File: config.mk
export PLATFORM = sky130hd
export DESIGN_NAME = uart_rx_stim_tx
export DESIGN_NICKNAME = d
export VERILOG_FILES = /design/src/rtl/uart_rx_stim_tx.sv
export SDC_FILE = /design/constraint.sdc
export NUM_CORES = 1
export LEC_CHECK = 0
export ABC_CLOCK_PERIOD_IN_PS = 4900
export BUFFER_PORTS_ARGS = -buffer_cell sky130_fd_sc_hd__clkbuf_2
export CAP_MARGIN = 20
export CELL_PAD_IN_SITES_DETAIL_PLACEMENT = 1
export CELL_PAD_IN_SITES_GLOBAL_PLACEMENT = 1
export CORE_AREA = 2 2 151 153
export CTS_CLUSTER_DIAMETER = 120
export CTS_CLUSTER_SIZE = 40
export DETAILED_ROUTE_END_ITERATION = 12
export DIE_AREA = 0 0 153 155
export GPL_TIMING_DRIVEN = 0
export PLACE_DENSITY_LB_ADDON = 0.1
export SLEW_MARGIN = 10
export SYNTH_ARGS = -nofsm -noshare
export SYNTH_HDL_FRONTEND = slang
export SYNTH_SLANG_ARGS = --single-unit
File: constraint.sdc
create_clock -name clk_i -period 4.9 [get_ports clk_i]
set_input_delay 0.98 -clock clk_i [delete_from_list [all_inputs] [get_ports clk_i]]
set_output_delay 0.98 -clock clk_i [all_outputs]
set_load 0.02 [all_outputs]
File: src/rtl/uart_rx_stim_tx.sv
// UART transmit stimulus generator: buffers bytes in a FIFO and serializes them as
// 8-bit LSB-first frames with optional parity, optional second stop bit and line break.
module uart_rx_stim_tx #(
  parameter int FifoDepth = 16
) (
  input  logic                        clk_i,
  input  logic                        rst_i,
  input  logic [15:0]                 baud_div_i,
  input  logic                        parity_en_i,
  input  logic                        parity_odd_i,
  input  logic                        two_stop_i,
  input  logic [7:0]                  data_i,
  input  logic                        valid_i,
  output logic                        ready_o,
  input  logic                        break_i,
  output logic                        tx_o,
  output logic                        busy_o,
  output logic [$clog2(FifoDepth):0]  fifo_count_o
);

  localparam int PtrW = $clog2(FifoDepth);
  localparam int CntW = PtrW + 1;
  localparam logic [CntW-1:0] CntFull = CntW'(FifoDepth);
  localparam logic [CntW-1:0] CntOne  = CntW'(1);
  localparam logic [PtrW-1:0] PtrOne  = PtrW'(1);
  localparam logic [15:0]     MinDiv  = 16'd4;

  typedef enum logic [2:0] {IDLE, START, DATA, PARITY, STOP, BRK, MARK} state_e;

  state_e          state_q, state_d;
  logic [15:0]     div_q, div_d, bit_cnt_q, bit_cnt_d, div_in;
  logic [7:0]      sh_q, sh_d;
  logic [2:0]      idx_q, idx_d;
  logic            par_q, par_d, par_en_q, par_en_d, two_stop_q, two_stop_d;
  logic            tx_q, tx_d;
  logic            load, push, bit_end, fifo_empty;

  logic [7:0]      mem [FifoDepth];
  logic [PtrW-1:0] wr_ptr_q, rd_ptr_q;
  logic [CntW-1:0] count_q;

  assign div_in       = (baud_div_i < MinDiv) ? MinDiv : baud_div_i;
  assign bit_end      = (bit_cnt_q == div_q - 16'd1);
  assign fifo_empty   = (count_q == '0);
  assign ready_o      = (count_q != CntFull);
  assign push         = valid_i && ready_o;
  assign fifo_count_o = count_q;
  assign busy_o       = (state_q != IDLE) || !fifo_empty;
  assign tx_o         = tx_q;

  // NOTE: the storage array has no reset; flushing only needs the pointers and count cleared.
  always_ff @(posedge clk_i) begin
    if (push) mem[wr_ptr_q] <= data_i;
  end

  // NOTE: every sequential block uses non-blocking assignments so all registers sample pre-edge values.
  always_ff @(posedge clk_i or posedge rst_i) begin
    if (rst_i) begin
      wr_ptr_q <= '0;
      rd_ptr_q <= '0;
      count_q  <= '0;
    end else begin
      if (push) wr_ptr_q <= wr_ptr_q + PtrOne;
      if (load) rd_ptr_q <= rd_ptr_q + PtrOne;
      case ({push, load})
        2'b10:   count_q <= count_q + CntOne;
        2'b01:   count_q <= count_q - CntOne;
        default: count_q <= count_q;
      endcase
    end
  end

  // State register; tx is registered from the next-state output so the line is glitch-free.
  always_ff @(posedge clk_i or posedge rst_i) begin
    if (rst_i) begin
      state_q    <= IDLE;
      div_q      <= MinDiv;
      bit_cnt_q  <= '0;
      sh_q       <= '0;
      idx_q      <= '0;
      par_q      <= 1'b0;
      par_en_q   <= 1'b0;
      two_stop_q <= 1'b0;
      tx_q       <= 1'b1;
    end else begin
      state_q    <= state_d;
      div_q      <= div_d;
      bit_cnt_q  <= bit_cnt_d;
      sh_q       <= sh_d;
      idx_q      <= idx_d;
      par_q      <= par_d;
      par_en_q   <= par_en_d;
      two_stop_q <= two_stop_d;
      tx_q       <= tx_d;
    end
  end

  // NOTE: every signal written here gets a default first so no latch can be inferred.
  always_comb begin
    state_d    = state_q;
    div_d      = div_q;
    bit_cnt_d  = bit_end ? '0 : bit_cnt_q + 16'd1;
    sh_d       = sh_q;
    idx_d      = idx_q;
    par_d      = par_q;
    par_en_d   = par_en_q;
    two_stop_d = two_stop_q;
    load       = 1'b0;

    case (state_q)
      IDLE: begin
        bit_cnt_d = '0;
        if (break_i)          state_d = BRK;
        else if (!fifo_empty) load    = 1'b1;
      end
      START: if (bit_end) state_d = DATA;
      DATA: if (bit_end) begin
        sh_d  = {1'b0, sh_q[7:1]};
        par_d = par_q ^ sh_q[0];
        idx_d = idx_q + 3'd1;
        if (idx_q == 3'd7) state_d = par_en_q ? PARITY : STOP;
      end
      PARITY: if (bit_end) state_d = STOP;
      STOP: if (bit_end) begin
        if (two_stop_q && idx_q == 3'd0) begin
          idx_d = 3'd1;
        end else begin
          idx_d = 3'd0;
          if (break_i)          state_d = BRK;
          else if (!fifo_empty) load    = 1'b1;
          else                  state_d = IDLE;
        end
      end
      BRK: begin
        bit_cnt_d = '0;
        // The mark period uses the divider in force when break is released.
        if (!break_i) begin
          state_d = MARK;
          div_d   = div_in;
        end
      end
      MARK: if (bit_end) state_d = IDLE;
      default: state_d = IDLE;
    endcase

    if (load) begin
      state_d    = START;
      sh_d       = mem[rd_ptr_q];
      div_d      = div_in;
      par_en_d   = parity_en_i;
      two_stop_d = two_stop_i;
      par_d      = parity_odd_i;
      idx_d      = 3'd0;
      bit_cnt_d  = '0;
    end
  end

  always_comb begin
    case (state_d)
      START, BRK: tx_d = 1'b0;
      DATA:       tx_d = sh_d[0];
      PARITY:     tx_d = par_d;
      default:    tx_d = 1'b1;
    endcase
  end

endmodule
==> results of run 1 <==
==> cells by family (layout without fill, tap and decap cells) <==
logic type               Yosys count  in the layout
AO/OA/AOI/OAI                     88             88
XOR/XNOR                          42             42
adder cells (fa/ha/maj)           15             15
buffers and inverters             47            116
flip-flops                       191            191
multiplexers                      69             69
AND/OR/NAND/NOR                  187            187
==> cells in the final DEF, fill, tap and decap left out, types with 15 or more instances in the layout <==
master     synthesis  routed
edfxtp_1         128     128
dfrtp_1           61      59
nor2_1            49      49
nand2_1           47      47
clkbuf_2           0      38
mux2i_1           28      28
o21ai_0           27      27
xnor2_1           27      27
mux4_2            22      22
a21oi_1           20      20
mux2_2            19      19
clkbuf_1          20      19
clkbuf_16          0      17
inv_1             16      15
nand3_1           15      15
xor2_1            15      15
==> worst max path at each step <==
stage,from,endpoint,slack (ns)
after floorplan,div_q[0]$_DFFE_PP0P_,fifo_count_o[4]$_DFFE_PP0P_,0.92
after global placement,div_q[0]$_DFFE_PP0P_,fifo_count_o[4]$_DFFE_PP0P_,0.11
after detailed placement,div_q[0]$_DFFE_PP0P_,fifo_count_o[4]$_DFFE_PP0P_,-0.06
after CTS,div_q[0]$_DFFE_PP0P_,fifo_count_o[4]$_DFFE_PP0P_,0.07
after global routing,div_q[0]$_DFFE_PP0P_,fifo_count_o[4]$_DFFE_PP0P_,0.07
final,div_q[3]$_DFFE_PP0P_,fifo_count_o[4]$_DFFE_PP0P_,0.37
==> state kept, by name, indices dropped and copies added, names as in the netlist <==
name	count
idx_q	3
two_stop_q	1
rd_ptr_q	4
wr_ptr_q	4
par_en_q	1
mem	128
fifo_count_o	5
sh_q	8
state_q	3
bit_cnt_q	16
par_q	1
div_q	16
tx_o	1
==> area by class of cell <==
cell class              instances  area share
clock buffers                  18      0.0432
multi-input cells             401       0.314
inverters                      17     0.00668
flip-flops and latches        191       0.546
well taps                     285      0.0359
plain buffers                  28      0.0126
clock inverters                14      0.0190
repair buffers                 39      0.0219
==> metrics by stage <==
stage	instances	cell area, um^2
5_1_grt	993	9930
3_3_place_gp	962	9270
4_1_cts	994	9930
6_report	993	9930
2_1_floorplan	639	8720
3_5_place_dp	963	9320
==> Yosys cell counts, types with 7 or more instances <==
cell type / instances
a21oi_1: 20
a221oi_1: 7
and3_1: 11
clkbuf_1: 20
dfrtp_1: 61
edfxtp_1: 128
ha_1: 14
inv_1: 16
mux2_2: 19
mux2i_1: 28
mux4_2: 22
nand2_1: 47
nand3_1: 15
nand4_1: 10
nor2_1: 49
nor2b_1: 8
nor3_1: 9
o21ai_0: 27
xnor2_1: 27
xor2_1: 15
==> repair_timing <==
action	in CTS	in global routing
gates resized for setup	0	2
setup endpoints to repair	1	1
endpoints found under the hold margin	0	0
hold buffers	0	0
==> metal layers <==
metal | vias to the layer above | wire length (um) | global-route usage
met1 | 2760 | 9190 | 0.223
met5 | - | 0 | 0
met3 | 26 | 490 | 0.0359
met2 | 76 | 10500 | 0.320
li1 | 2494 | - | -
met4 | 0 | 433 | 0.0516
==> power by group through the flow <==
stage	combinational, mW	clock [mW]	sequential, mW
after global routing	0.448	1.54	1.94
after CTS	0.413	1.47	1.93
after global placement	0.381	0	1.95
final	0.404	1.45	1.93
after detailed placement	0.412	0	1.96
after floorplan	0.232	0	1.97
==> critical path, cell delays in order, from the launching register on <==
cell and delay [ns]:
dfrtp_1 0.50, nor4_4 0.58, nand2_1 0.20, nor4b_1 0.34, o32ai_1 0.12, a2111o_1 0.48
o21a_1 0.21, buf_2 0.16, inv_2 0.13, buf_2 0.27, ha_1 0.28, inv_1 0.10
fa_1 0.40, inv_1 0.07, a21o_1 0.10, a21oi_1 0.08, xnor2_1 0.15, nor2_1 0.07
xor2_1 0.15
==> results.cfg, run 1 <==
[final_layout]
drive_above_1_share = 0.196
num-fill-cells = 2261
syn_to_final_growth_pct = 13.9
multi_input_area_um2 = 3120
antennaDiodeCount = 0
fin_nets = 741
ff_latch_area_um2 = 5430
utilization = 0.447

[setup_path]
rrSetupSlack_ns = 0.37
worst_r2r_startpoint = div_q[3]$_DFFE_PP0P_
r2r_end = fifo_count_o[4]$_DFFE_PP0P_
cp-start-kind = register
end_kind = register
path_class = reg2reg
crit_fanout = 10
ff2ff_path_depth = 18
crit_required_ns = 5.21
cp.arrival_ns = 4.85

[power]
internal-power_mw = 2.74
p_switching_mw = 1.04
p_sw_frac = 0.275
clkPwrFrac = 0.383
ir_worst_vdd_mv = 0.265
pwr-share-seq = 0.510
power_mw = 3.78
cellPowerDensity_nw_per_um2 = 381
combPwrFrac = 0.107
leakage_nw = 3.65

[synth]
yosysUniqueCellTypes = 64
syn_area_um2 = 8720
yosys_most_used_dff = edfxtp_1
synthAdderAreaFrac = 0.0224
synthSimpleGateAreaFrac = 0.111
ys_top_cells_by_area = edfxtp_1 (44%), dfrtp_1 (18%), mux4_2 (5.7%)
syn_area_per_cell_um2 = 13.6
yosys_warnings = 0
synth_area_leader_cell = edfxtp_1
synth_edf_count = 128
seq_area_frac_synth = 0.622
synthMuxAreaShare = 0.114
synth_top_area_share = 0.441
syn_nets = 685
synth-compound-area-share = 0.0660
ys_ff_latch = 191
synth_top_family_by_area = multiplexers
synth_xor_area_frac = 0.0422
synthArstFlopShare = 0.330
syn_inst = 639

[timing]
setup_ws_ns = 0.367
timing.fmax_mhz = 221
fin_worst_skew_ns = 0.0140
tightest_slew_ns = 1.01
setup_viol = 0
rsz0062_at_grt = no
timing.hold.ws_ns = 0.390
post-route-period-util = 0.925
setup-tns-final_ns = 0
finalHoldViolations = 0
maxSlewViolCount = 0
finalCriticalPeriod_ns = 4.53
maxSlewHeadroom = 0.322

[die]
die_x_um = 153
dieArea_um2 = 23700
core-area_um2 = 22200
ios = 39
rows = 55
dieHeight_um = 155
start_util = 0.392

[routing]
ant_nets = 0
drt-initial-drc-count = 299
remaining_drc_errors = 0
via_per_inst = 5.39
wire_per_inst_um = 20.7
wirelength_um = 20600
drtPass1Iterations = 4
vias = 5356

[clocking]
root_buffer = clkbuf_16
clk_pin_slew_ns = 0.08
cts_buffers = 17
cts_sinks = 191
cts_tree = built
h-tree-depth = 4
cts_setup_buffers = 0
cts_max_path_buffers = 2
worstSkewPairLatency_ns = 0.44

[global_route]
antenna_found_initial = 0
grt_pass1_vias = 5852
grt_usage = 0.180
grt.overflow.total = 0
grt_pass1_wl_um = 32700
grt_max_degree = 61

[outcome]
outcome = completed

[worst_hold_path]
hold_class = in2async

[place]
gp_congestion = 0.795
hpwl_um = 14200
io_buffers = 38
pre_cts_ws_ns = -0.0629

[job]
cap_viol_max_count = 0
(Power assumes the default switching activity.)
==> run 2: changes to the inputs <==
--- a/config.mk
+++ b/config.mk
@@ -10,11 +10,11 @@
 export CAP_MARGIN = 20
 export CELL_PAD_IN_SITES_DETAIL_PLACEMENT = 1
 export CELL_PAD_IN_SITES_GLOBAL_PLACEMENT = 1
-export CORE_AREA = 2 2 151 153
+export CORE_AREA = 2 2 102 178
 export CTS_CLUSTER_DIAMETER = 120
-export CTS_CLUSTER_SIZE = 40
+export CTS_CLUSTER_SIZE = 10
 export DETAILED_ROUTE_END_ITERATION = 12
-export DIE_AREA = 0 0 153 155
+export DIE_AREA = 0 0 104 180
 export GPL_TIMING_DRIVEN = 0
 export PLACE_DENSITY_LB_ADDON = 0.1
 export SLEW_MARGIN = 10
==> run 2 against run 1 <==
- non-clock buffer count shrank 1
- critical endpoint unchanged
- combinational power is essentially flat
- die area shrank 21%
- largest power group unchanged
- cell count shrank 5.5%
- core utilization grew 12 points
- clock power is essentially flat
- worst hold slack gained 0.099 ns
- register-to-register slack is essentially flat
- sequential share of layout area grew 0.52 points
==> results.cfg, run 2 (synthesis gave the netlist of run 1 again) <==
[outcome]
outcome = completed

[setup_path]
cp.arrival_ns = 4.90
crit_fanout = 10
path_common_cell = inv_1
ff2ff_path_depth = 20
path_depth = 20
critPathTopFamily = compound AO/OA/AOI/OAI gates
cp_cell_sequence = inv_1 -> ha_1 -> o21ba_2 -> a221oi_1 -> a41o_1 -> nand4_1 -> a2111o_1 -> o21a_1 -> buf_2 -> inv_2 -> buf_2 -> ha_1 -> inv_1 -> fa_1 -> inv_1 -> a21o_1 -> a21oi_1 -> xnor2_1 -> nor2_1 -> xor2_1
slowest_delay_ns = 0.54
setup.worst_path.end = fifo_count_o[4]$_DFFE_PP0P_
crit_start = div_q[0]$_DFFE_PP0P_
path_class = reg2reg
end_kind = register
slowest_stage = dfrtp_1
rrSetupSlack_ns = 0.37
crit_required_ns = 5.26
r2r_end = fifo_count_o[4]$_DFFE_PP0P_
cp-start-kind = register
crit_buf_inv = 6
worst_r2r_startpoint = div_q[0]$_DFFE_PP0P_

[power]
leakage_nw = 3.65
ir_worst_vdd_mv = 0.370
power_mw = 3.75
cellPowerDensity_nw_per_um2 = 381

[timing]
timing.fmax_mhz = 221
setup_ws_ns = 0.367
rsz0062_at_grt = no
timing.hold.ws_ns = 0.489
maxSlewHeadroom = 0.320
finalCriticalPeriod_ns = 4.53
finalHoldViolations = 0
maxSlewViolCount = 0
post-route-period-util = 0.925
setup_viol = 0
fin_worst_skew_ns = 0.0124
setup-tns-final_ns = 0
tightest_slew_ns = 1.02

[place]
pre_cts_ws_ns = 0.0743
gp_congestion = 0.908
io_buffers = 38
hpwl_um = 14800

[worst_hold_path]
min-delay-start = two_stop_q$_DFFE_PP0N_
hold_class = reg2reg

[global_route]
grt.overflow.total = 0
grt_max_degree = 64
grt_pass1_wl_um = 33100
grt_usage = 0.233
antenna_found_initial = 0
grt_pass1_vias = 6032

[final_layout]
num-fill-cells = 1778
ff_latch_area_um2 = 5420
largest_reg_flops = 128
reg_top3 = mem: 128 flops, bit_cnt_q: 16 flops, div_q: 16 flops
syn_to_final_growth_pct = 12.8
antennaDiodeCount = 0
layout_common_cells = edfxtp_1 (128), dfrtp_1 (61), nor2_1 (49)
final_common_cell = edfxtp_1
regMostFlops = mem
drive_above_1_share = 0.191
fin_nets = 740
multi_input_area_um2 = 3120

[clocking]
cts_resized = 0
cts_sinks = 191
cts_setup_buffers = 0
clk_pin_slew_ns = 0.07
cts_buffers = 17
cts_tree = built
root_buffer = clkbuf_16
worstSkewPairLatency_ns = 0.44
cts_hold_buf = 0
cts_max_path_buffers = 2
h-tree-depth = 4

[routing]
ant_nets = 0
wire_per_inst_um = 21.7
drtPass1Iterations = 4
drt-initial-drc-count = 226
wirelength_um = 20300
via_per_inst = 5.72
remaining_drc_errors = 0
vias = 5363

[die]
dieHeight_um = 180
start_util = 0.504
rows = 64
core-area_um2 = 17300
dieArea_um2 = 18700
ios = 39
die_x_um = 104

[job]
cap_viol_max_count = 0
run 2: cell count changes in the layout (fill, tap and decap cells not counted), sizes merged:
cell	delta
clkbuf	+7
clkinv	-5
inv	-2
buf	-1
bufinv	-1
clkinvlp	+1
run 2: power breakdown:
group	switching (mW)	total, mW	internal, mW
sequential	0.0582	1.93	1.87
combinational	0.278	0.403	0.126
clock	0.603	1.42	0.812
total	0.939	3.75	2.81
run 2: stage by stage:
stage / cells / cell area (um^2) / utilization
3_3_place_gp: 908 / 9200 / 0.532
6_report: 938 / 9830 / 0.568
4_1_cts: 940 / 9840 / 0.569
3_5_place_dp: 908 / 9220 / 0.533
5_1_grt: 938 / 9830 / 0.568
2_1_floorplan: 639 / 8720 / -
run 2: how the worst min path moves through the flow:
stage                                   to  slack [ns]  depth (start not counted)
finish              two_stop_q$_DFFE_PP0N_        0.49                          2
global route        two_stop_q$_DFFE_PP0N_        0.55                          2
CTS                 two_stop_q$_DFFE_PP0N_        0.50                          2
detailed placement  two_stop_q$_DFFE_PP0N_        0.49                          2
global placement    two_stop_q$_DFFE_PP0N_        0.47                          2
floorplan           two_stop_q$_DFFE_PP0N_        0.45                          2
run 2: tightest hold or removal path: cells and delay by family, from the launching register on:
family | cells | cell delay (ns)
DFF | 1 | 0.35
and+or+nand+nor | 2 | 0.10
run 2: per-layer routing:
metal,share of wire,vias up,track usage
li1,-,2497,-
met2,0.57,104,0.436
met3,0.027,36,0.0431
met5,0,-,0
met1,0.37,2726,0.245
met4,0.034,0,0.121
run 2: final cells by class:
class / instances / share of cell area
multi-input combinational: 401 / 0.317
inverter: 17 / 0.00675
buffer: 28 / 0.0127
timing repair buffer: 38 / 0.0193
tap: 231 / 0.0294
clock buffer: 25 / 0.0573
clock inverter: 7 / 0.00560
sequential: 191 / 0.552
